File: config.mk
export PLATFORM = sky130hd
export DESIGN_NAME = uart_mem_ctrl
export DESIGN_NICKNAME = d
export VERILOG_FILES = /design/src/rtl/uart_mem_pkg.sv /design/src/rtl/uart_cmd_slot.sv /design/src/rtl/uart_mem_ctrl.sv
export SDC_FILE = /design/constraint.sdc
export NUM_CORES = 1
export LEC_CHECK = 0
export CORE_MARGIN = 10
export CORE_UTILIZATION = 40
export DETAILED_ROUTE_END_ITERATION = 8
export PLACE_DENSITY = 0.7
export SKIP_LAST_GASP = 1
export SLEW_MARGIN = 20
export SYNTH_ARGS = -nofsm -noshare
export SYNTH_HDL_FRONTEND = slang
export SYNTH_SLANG_ARGS = --single-unit
File: constraint.sdc
create_clock -name clk -period 2.95 [get_ports clk]
set_input_delay 0.59 -clock clk [delete_from_list [all_inputs] [get_ports clk]]
set_output_delay 0.59 -clock clk [all_outputs]
set_load 0.03 [all_outputs]
File: src/rtl/uart_mem_pkg.sv
// Shared encodings for the UART host memory-access controller.
package uart_mem_pkg;

    typedef enum logic [2:0] {
        ST_IDLE      = 3'd0,
        ST_STALL     = 3'd1,
        ST_ACCESS    = 3'd2,
        ST_READ_WAIT = 3'd3,
        ST_TX_SEND   = 3'd4,
        ST_TX_WAIT   = 3'd5,
        ST_RELEASE   = 3'd6
    } state_e;

    localparam logic MEM_IMEM = 1'b0;
    localparam logic MEM_DMEM = 1'b1;
    localparam logic RW_READ  = 1'b0;
    localparam logic RW_WRITE = 1'b1;

    localparam int DRAIN_CNT_BITS = 4;

endpackage

File: src/rtl/uart_cmd_slot.sv
// Single-entry pending-command register; a load while full (and not being
// consumed in the same cycle) is dropped and flagged on drop_o.
module uart_cmd_slot #(
    parameter int CMD_W = 43
) (
    input  logic             clk,
    input  logic             rst_n,
    input  logic             load_i,
    input  logic             consume_i,
    input  logic [CMD_W-1:0] cmd_i,
    output logic             full_o,
    output logic [CMD_W-1:0] cmd_o,
    output logic             drop_o
);

    logic             full_q, full_d;
    logic [CMD_W-1:0] cmd_q, cmd_d;

    // Next-state for the slot: consume frees it, a load refills it in the same cycle.
    always_comb begin
        full_d = full_q;
        cmd_d  = cmd_q;
        drop_o = 1'b0;
        if (consume_i) begin
            full_d = 1'b0;
        end else begin
            full_d = full_q;
        end
        if (load_i) begin
            if (full_q && !consume_i) begin
                drop_o = 1'b1;
            end else begin
                cmd_d  = cmd_i;
                full_d = 1'b1;
            end
        end else begin
            drop_o = 1'b0;
        end
    end

    // Slot state registers.
    always_ff @(posedge clk or negedge rst_n) begin
        if (!rst_n) begin
            full_q <= 1'b0;
            cmd_q  <= {CMD_W{1'b0}};
        end else begin
            full_q <= full_d;
            cmd_q  <= cmd_d;
        end
    end

    assign full_o = full_q;
    assign cmd_o  = cmd_q;

endmodule

File: src/rtl/uart_mem_ctrl.sv
// Host-access controller: stalls/drains the CPU, performs one memory word
// access per host command and returns read data through the UART transmitter.
module uart_mem_ctrl
    import uart_mem_pkg::*;
#(
    parameter int ADDR_BITS     = 9,
    parameter int DATA_WIDTH    = 32,
    parameter int DRAIN_TIMEOUT = 15
) (
    input  logic                  clk,
    input  logic                  rst_n,
    input  logic                  cmd_valid,
    input  logic                  cmd_rw,
    input  logic                  cmd_mem_type,
    input  logic [ADDR_BITS-1:0]  cmd_addr,
    input  logic [DATA_WIDTH-1:0] cmd_wdata,
    output logic                  cpu_stall,
    input  logic                  cpu_idle,
    output logic                  mem_en,
    output logic                  mem_we,
    output logic                  mem_sel,
    output logic [ADDR_BITS-1:0]  mem_addr,
    output logic [DATA_WIDTH-1:0] mem_wdata,
    input  logic [DATA_WIDTH-1:0] mem_rdata,
    output logic                  tx_start,
    output logic [DATA_WIDTH-1:0] tx_data,
    input  logic                  tx_done,
    output logic                  busy,
    output logic                  overflow,
    output logic                  timeout
);

    localparam int CMD_W = 2 + ADDR_BITS + DATA_WIDTH;
    localparam logic [DRAIN_CNT_BITS-1:0] DRAIN_LAST = DRAIN_CNT_BITS'(DRAIN_TIMEOUT - 1);

    state_e                    state_q, state_d;
    logic [DRAIN_CNT_BITS-1:0] cnt_q, cnt_d;
    logic [CMD_W-1:0]          act_q, act_d;
    logic [DATA_WIDTH-1:0]     tx_data_q, tx_data_d;
    logic                      timeout_q, timeout_d;
    logic                      overflow_q, overflow_d;

    logic                      slot_load_s;
    logic                      slot_consume_s;
    logic                      slot_full_s;
    logic                      slot_drop_s;
    logic [CMD_W-1:0]          slot_cmd_s;
    logic [CMD_W-1:0]          cmd_in_s;

    // Command word layout: {rw, mem_type, addr, wdata}
    assign cmd_in_s = {cmd_rw, cmd_mem_type, cmd_addr, cmd_wdata};

    uart_cmd_slot #(.CMD_W(CMD_W)) u_slot (
        .clk       (clk),
        .rst_n     (rst_n),
        .load_i    (slot_load_s),
        .consume_i (slot_consume_s),
        .cmd_i     (cmd_in_s),
        .full_o    (slot_full_s),
        .cmd_o     (slot_cmd_s),
        .drop_o    (slot_drop_s)
    );

    // FSM next-state, drain counter, active command and captured read data.
    always_comb begin
        state_d        = state_q;
        cnt_d          = cnt_q;
        act_d          = act_q;
        tx_data_d      = tx_data_q;
        timeout_d      = timeout_q;
        overflow_d     = overflow_q | slot_drop_s;
        slot_load_s    = cmd_valid && (state_q != ST_IDLE);
        slot_consume_s = 1'b0;
        case (state_q)
            ST_IDLE: begin
                if (cmd_valid) begin
                    act_d   = cmd_in_s;
                    state_d = ST_STALL;
                end else begin
                    state_d = ST_IDLE;
                end
            end
            ST_STALL: begin
                if (cpu_idle) begin
                    cnt_d   = {DRAIN_CNT_BITS{1'b0}};
                    state_d = ST_ACCESS;
                end else if (cnt_q == DRAIN_LAST) begin
                    cnt_d     = {DRAIN_CNT_BITS{1'b0}};
                    timeout_d = 1'b1;
                    state_d   = ST_ACCESS;
                end else begin
                    cnt_d = cnt_q + DRAIN_CNT_BITS'(1);
                end
            end
            ST_ACCESS: begin
                if (act_q[CMD_W-1] == RW_WRITE) begin
                    state_d = ST_RELEASE;
                end else begin
                    state_d = ST_READ_WAIT;
                end
            end
            ST_READ_WAIT: begin
                tx_data_d = mem_rdata;
                state_d   = ST_TX_SEND;
            end
            ST_TX_SEND: begin
                state_d = ST_TX_WAIT;
            end
            ST_TX_WAIT: begin
                if (tx_done) begin
                    state_d = ST_RELEASE;
                end else begin
                    state_d = ST_TX_WAIT;
                end
            end
            ST_RELEASE: begin
                if (slot_full_s) begin
                    act_d          = slot_cmd_s;
                    slot_consume_s = 1'b1;
                    state_d        = ST_STALL;
                end else if (cmd_valid) begin
                    // Take a command arriving with the slot empty straight into
                    // the active register so IDLE is never entered with the slot full.
                    slot_load_s = 1'b0;
                    act_d       = cmd_in_s;
                    state_d     = ST_STALL;
                end else begin
                    state_d = ST_IDLE;
                end
            end
            default: begin
                state_d = ST_IDLE;
            end
        endcase
    end

    // Controller state registers.
    always_ff @(posedge clk or negedge rst_n) begin
        if (!rst_n) begin
            state_q    <= ST_IDLE;
            cnt_q      <= {DRAIN_CNT_BITS{1'b0}};
            act_q      <= {CMD_W{1'b0}};
            tx_data_q  <= {DATA_WIDTH{1'b0}};
            timeout_q  <= 1'b0;
            overflow_q <= 1'b0;
        end else begin
            state_q    <= state_d;
            cnt_q      <= cnt_d;
            act_q      <= act_d;
            tx_data_q  <= tx_data_d;
            timeout_q  <= timeout_d;
            overflow_q <= overflow_d;
        end
    end

    assign cpu_stall = (state_q != ST_IDLE);
    assign busy      = (state_q != ST_IDLE);
    assign mem_en    = (state_q == ST_ACCESS);
    assign mem_we    = (state_q == ST_ACCESS) && (act_q[CMD_W-1] == RW_WRITE);
    assign mem_sel   = act_q[CMD_W-2];
    assign mem_addr  = act_q[DATA_WIDTH +: ADDR_BITS];
    assign mem_wdata = act_q[DATA_WIDTH-1:0];
    assign tx_start  = (state_q == ST_TX_SEND);
    assign tx_data   = tx_data_q;
    assign overflow  = overflow_q;
    assign timeout   = timeout_q;

endmodule

; ---- Yosys cells after proc, flatten, opt, wreduce, memory -nomap -nowiden
; Cells that the tools add are included.
; W data, S select, Z words.
[word_totals]
ff_bits = 128
in_bits = 80
output_inout_bits = 81
word_cells = 51
[op_classes]
add_sub_neg = 1
n_eq_ne = 8
n_mux = 22
n_bitwise = 3
reduce_logical = 9
[ops]
columns = cell, count
row1 = $mux W43, 2
row2 = $pmux W43 S2, 1
row3 = $pmux W3 S7, 1
row4 = $mux W3, 4
row5 = $mux W1, 11
row6 = $eq A3 B3 Y1 const B, 3
row7 = $mux W4, 2
row8 = $eq A3 B2 Y1 const B, 2
row9 = $add A4 B1 Y4 const B, 1
row10 = $eq A4 B4 Y1 const B, 1
row11 = $eq A3 B1 Y1 const B, 1
row12 = $logic_and A1 B1 Y1, 3
row13 = $logic_not A3 Y1, 1
row14 = $ne A3 B3 Y1 const B, 1
row15 = $reduce_and A3 Y1, 1
row16 = $reduce_bool A3 Y1, 1
row17 = $mux W2, 1
row18 = $not A1 Y1, 2
row19 = $reduce_and A2 Y1, 1
row20 = $reduce_bool A2 Y1, 1
row21 = $logic_not A1 Y1, 1
row22 = $or A1 B1 Y1, 1

; ---- Logic depth before layout (Yosys ltp)
[depth]
depth_word = 7
mapped_depth = 7
depth_no_buf = 6

; ---- Cells and area by module
; From an unflattened synthesis, not the netlist that was laid out.
[hier_totals]
cells_unflattened = 513
area_unflattened_um2 = 5939.4
[modules_own_cells]
columns = module, n_inst, cells_each, area_per_inst_um2, seq_area_each_um2
row1 = uart_mem_ctrl, 1, 417, 4122.7, 2102.0
row2 = uart_cmd_slot, 1, 96, 1816.7, 1101.1

; ---- Worst setup path after synthesis
; No wires, ideal clock.
[synth_timing]
kind = reg-to-output
from = reg state_q[2]
to = out mem_we
arrival_time_ns = 1.445
t_required_ns = 2.360
setup_slack_ns = 0.915
path_stages_with_launch = 4
path_buffers = 0
path_cell_list = dfrtp_1 nand2b_1 nor2_1 and2_1
[synth_between]
elab_chain_len = 2
[synth_lines]
columns = element, line_no
row1 = from (decl), uart_mem_ctrl.sv:36  ; state_e state_q, state_d;
row2 = from (signal assigned), uart_mem_ctrl.sv:147  ; state_q <= state_d;
row3 = $eq A3 B2 Y1, -
row4 = named net mem_en, uart_mem_ctrl.sv:19  ; output logic mem_en,
row5 = $logic_and A1 B1 Y1, uart_mem_ctrl.sv:159  ; assign mem_we = (state_q == ST_ACCESS) && (act_q[CMD_W-1] == RW_WRITE);
row6 = to (decl), uart_mem_ctrl.sv:20  ; output logic mem_we,
; The timed path passes the listed nets, and every way through them passes these cells.

; ---- Worst setup path in the final report
[layout_timing]
from = reg state_q[2]
to = out mem_en
[layout_between]
elab_chain_len = 1
[layout_lines]
columns = element, line_no
row1 = $eq A3 B2 Y1, uart_mem_ctrl.sv:158  ; assign mem_en = (state_q == ST_ACCESS);
row2 = to (decl), uart_mem_ctrl.sv:19
; No other way between the ends.

==> summary.md <==
| Metric | Value |
|---|---|
| Final min period | `2.75 ns` |
| Grt ovf | `0` |
| Clock sink total | `128` |
| I/O Pins | `161` |
| Yosys top cell by area | `dfrtp_1` |
| H-tree depth | `4` |
| Synth Cell Area | `5850 um^2` |
| Post-route setup TNS | `0 ns` |
| Post-Route WL | `13400 um` |
| Max-Cap Viols | `0` |
| Hold-fix buffers, CTS | `0` |
| Period Utilization, post-route | `0.932` |
| PD cells | `1240 nW/um^2` |
| Die X | `141 um` |
| Fillers | `1213` |
| Worst EP arrival | `2.16 ns` |
| Vias post-DR | `3761` |
| Commonest cells in the netlist | `dfrtp_1, nor2_1, a21oi_1` |
| Critical path required time | `2.36 ns` |
| Die H | `around 140 um` |
| Slew headroom | `0.431` |
| Area share of the largest cell type after synthesis | `0.548` |
| Maximum clock path buffer count | `2` |
| Reg2Reg Setup Slack | `between 0.9 and 1 ns` |
| Fmax | `0.364 GHz` |
| Antenna violations before repair | `0` |
| Placed insts | `741` |
| Diode count | `0` |
| Max Fanout on Critical Path | `15` |
| Status | `finished clean` |
| Measured slew at the worst slew-check pin | `roughly 0.85 ns` |
| Synth warn | `0` |
| Non-filler cells, final | `773` |
| Total CTS buffers | `17` |
| Post-synth EDFFs | `0` |
| All-layer global routing usage | `0.141` |
| HPWL after DPL | `~9400 um` |
| Port bufs | `160` |
| # nets final | `about 660` |
| Flops & latches, synth | `128` |
| Core Area | `14400 um^2` |
| Most common cell in the netlist | `dfrtp_1` |
| Setup Skew | `around 0.0074 ns` |
| Delay-heaviest family, CP | `buffers and inverters` |
| Leakage power figure | `3.45 nW` |
| Clock latency on the worst-skew pair | `0.41 ns` |
| Prevailing post-synth register cell | `dfrtp_1` |
| Syn avg cell area | `12.8 um^2` |
| Share of cells above drive strength 1 | `0.195` |
| Initial Util | `0.406` |
| CTS tree | `built` |
| RSZ-0062 raised after global routing | `false` |
| Clock root buffer | `clkbuf_16` |
| WL/cell | `17.4 um` |
| Slew Viols, Final | `0` |
| DIE AREA | `19900 um^2` |
| Peak VDD IR | `roughly 0.64 mV` |
| Gp weighted congestion | `between 0.8 and 0.9` |
| Synthesized instance count | `458` |
| Critical path's slowest cell | `clkdlybuf4s50_1` |
| RR Endpoint | `u_slot.cmd_o[1]` |
| Global-route wire length before repair | `22400 um` |
| Final setup viols | `0` |
| Crit path largest cell delay | `approximately 0.74 ns` |
| Initial drt markers | `208` |
| Crit Reg-Reg Startpoint | `state_q[2]` |
| Post CTS Setup Buffer Count | `0` |
| FF-to-FF path depth | `5` |
| Layout area overhead | `33.9%` |
| Hold Crit Class | `in2async` |
| Top cells by area, synth | `dfrtp_1, mux2_4, mux2i_1` |
| Setup crit end kind | `output pin` |
| Worst path cell trace | `nand2b_1, nor2_1, clkdlybuf4s50_1` |
| Post-synthesis net count | `540` |
| Clock-pin slew on the worst setup and hold paths | `0.06 ns` |
| Num rows | `44` |
| Vias in the first global route | `roughly 4200` |
| Async SR Flop Fraction | `1.00` |
| Antenna Nets Post-Route | `0` |
| Pin count of the biggest net entering global routing | `87` |
| Seq/Total Area, Yosys | `0.548` |
| Synth cell types | `36` |
| # DRC | `0` |
| Worst setup SP type | `flip-flop` |
| Final core occ | `0.543` |
| Fin. Hold Viols | `0` |
| Vias per cell | `4.87` |
| Crit Path Class | `reg2out` |
| DR pass1 iterations | `4` |
| WP buf/inv | `1` |
-- stage by stage --
step / power [mW] / instance area [um^2] / hold slack [ns] / setup WS [ns]
floorplan: 6.55 / 5850 / 0.294 / 0.915
global placement: 7.68 / 7270 / 0.454 / 0.598
detailed placement: 7.82 / 7270 / 0.453 / 0.565
CTS: 9.86 / 7830 / 0.152 / 0.0946
global route: 10.3 / 7830 / 0.167 / 0.0417
finish: 9.73 / 7830 / 0.148 / 0.201
-- flip-flops by register name (all words and copies together), names as in the netlist --
register,count
u_slot.cmd_o,43
state_q,3
act_q,43
u_slot.full_o,1
overflow,1
timeout,1
tx_data,32
cnt_q,4
-- report_power, final --
group	total, mW	leakage (nW)	switching [mW]	internal (mW)
logic	4.52	1.68	2.29	2.23
registers	3.23	1.50	0.570	2.66
clock network	1.97	0.271	0.728	1.24
total	9.73	3.45	3.59	6.14
-- cells in the final DEF (no fill, tap or decap), types with 2 or more instances in the layout --
cell type / n
a21oi_1: 47
nand2_1: 8
nor2_1: 51
clkbuf_16: 17
nand2b_1: 2
ha_1: 2
buf_12: 2
mux2i_1: 43
clkdlybuf4s50_1: 158
mux2_4: 40
and3_1: 3
clkbuf_8: 4
clkbuf_1: 6
inv_1: 3
mux2_2: 35
o21ai_0: 5
nor3_1: 2
and2_1: 2
nand3_1: 2
clkinv_2: 3
buf_4: 6
dfrtp_1: 128
-- how the worst max path moves through the flow --
stage | startpoint | to | slack [ns] | depth (start not counted)
2_1_floorplan | state_q[2] | mem_we | 0.91 | 3
3_3_place_gp | state_q[2] | mem_we | 0.60 | 4
3_5_place_dp | state_q[2] | mem_we | 0.56 | 4
4_1_cts | state_q[2] | mem_we | 0.09 | 4
5_1_grt | state_q[2] | mem_en | 0.04 | 3
6_report | state_q[2] | mem_en | 0.20 | 3
-- logic make-up (layout without fill, tap and decap cells) --
kind of cell,count (synthesis),after routing,share of synthesized area
flops,128,128,0.548
mux,118,118,0.244
simple gates,75,75,0.0567
buf+inv,72,203,0.0866
compound gates,63,63,0.0612
fa+ha+maj,2,2,0.00428
-- worst register-to-register path, stage by stage (launching register included) --
cell      delay, ns
dfrtp_1        0.55
nand2b_1       0.21
a21oi_1        0.12
o21ai_4        0.14
buf_4          0.43
mux2_2         0.40
-- layout make-up --
cell class	instances	area, um^2	share of cell area
clock buffer	27	503	0.0642
clock inverter	5	52.6	0.00671
inverter	4	15.0	0.00192
multi-input combinational	258	2150	0.274
sequential	128	3200	0.409
tap	184	230	0.0294
timing repair buffer	167	1680	0.214
-- timing repair --
item	CTS	global route
resized for setup	0	1
hold endpoints to repair	0	0
setup endpoints to repair	0	1
-- layer usage --
layer / share of wire / vias up / track usage / wire (um)
met5: 0 / - / 0 / 0
met4: 0.015 / 0 / 0.0560 / 207
met3: 0.13 / 16 / 0.0924 / 1710
met2: 0.45 / 139 / 0.207 / 6070
met1: 0.41 / 1829 / 0.159 / 5450
li1: - / 1777 / - / -
No activity file was read; power rests on OpenSTA's default activity.
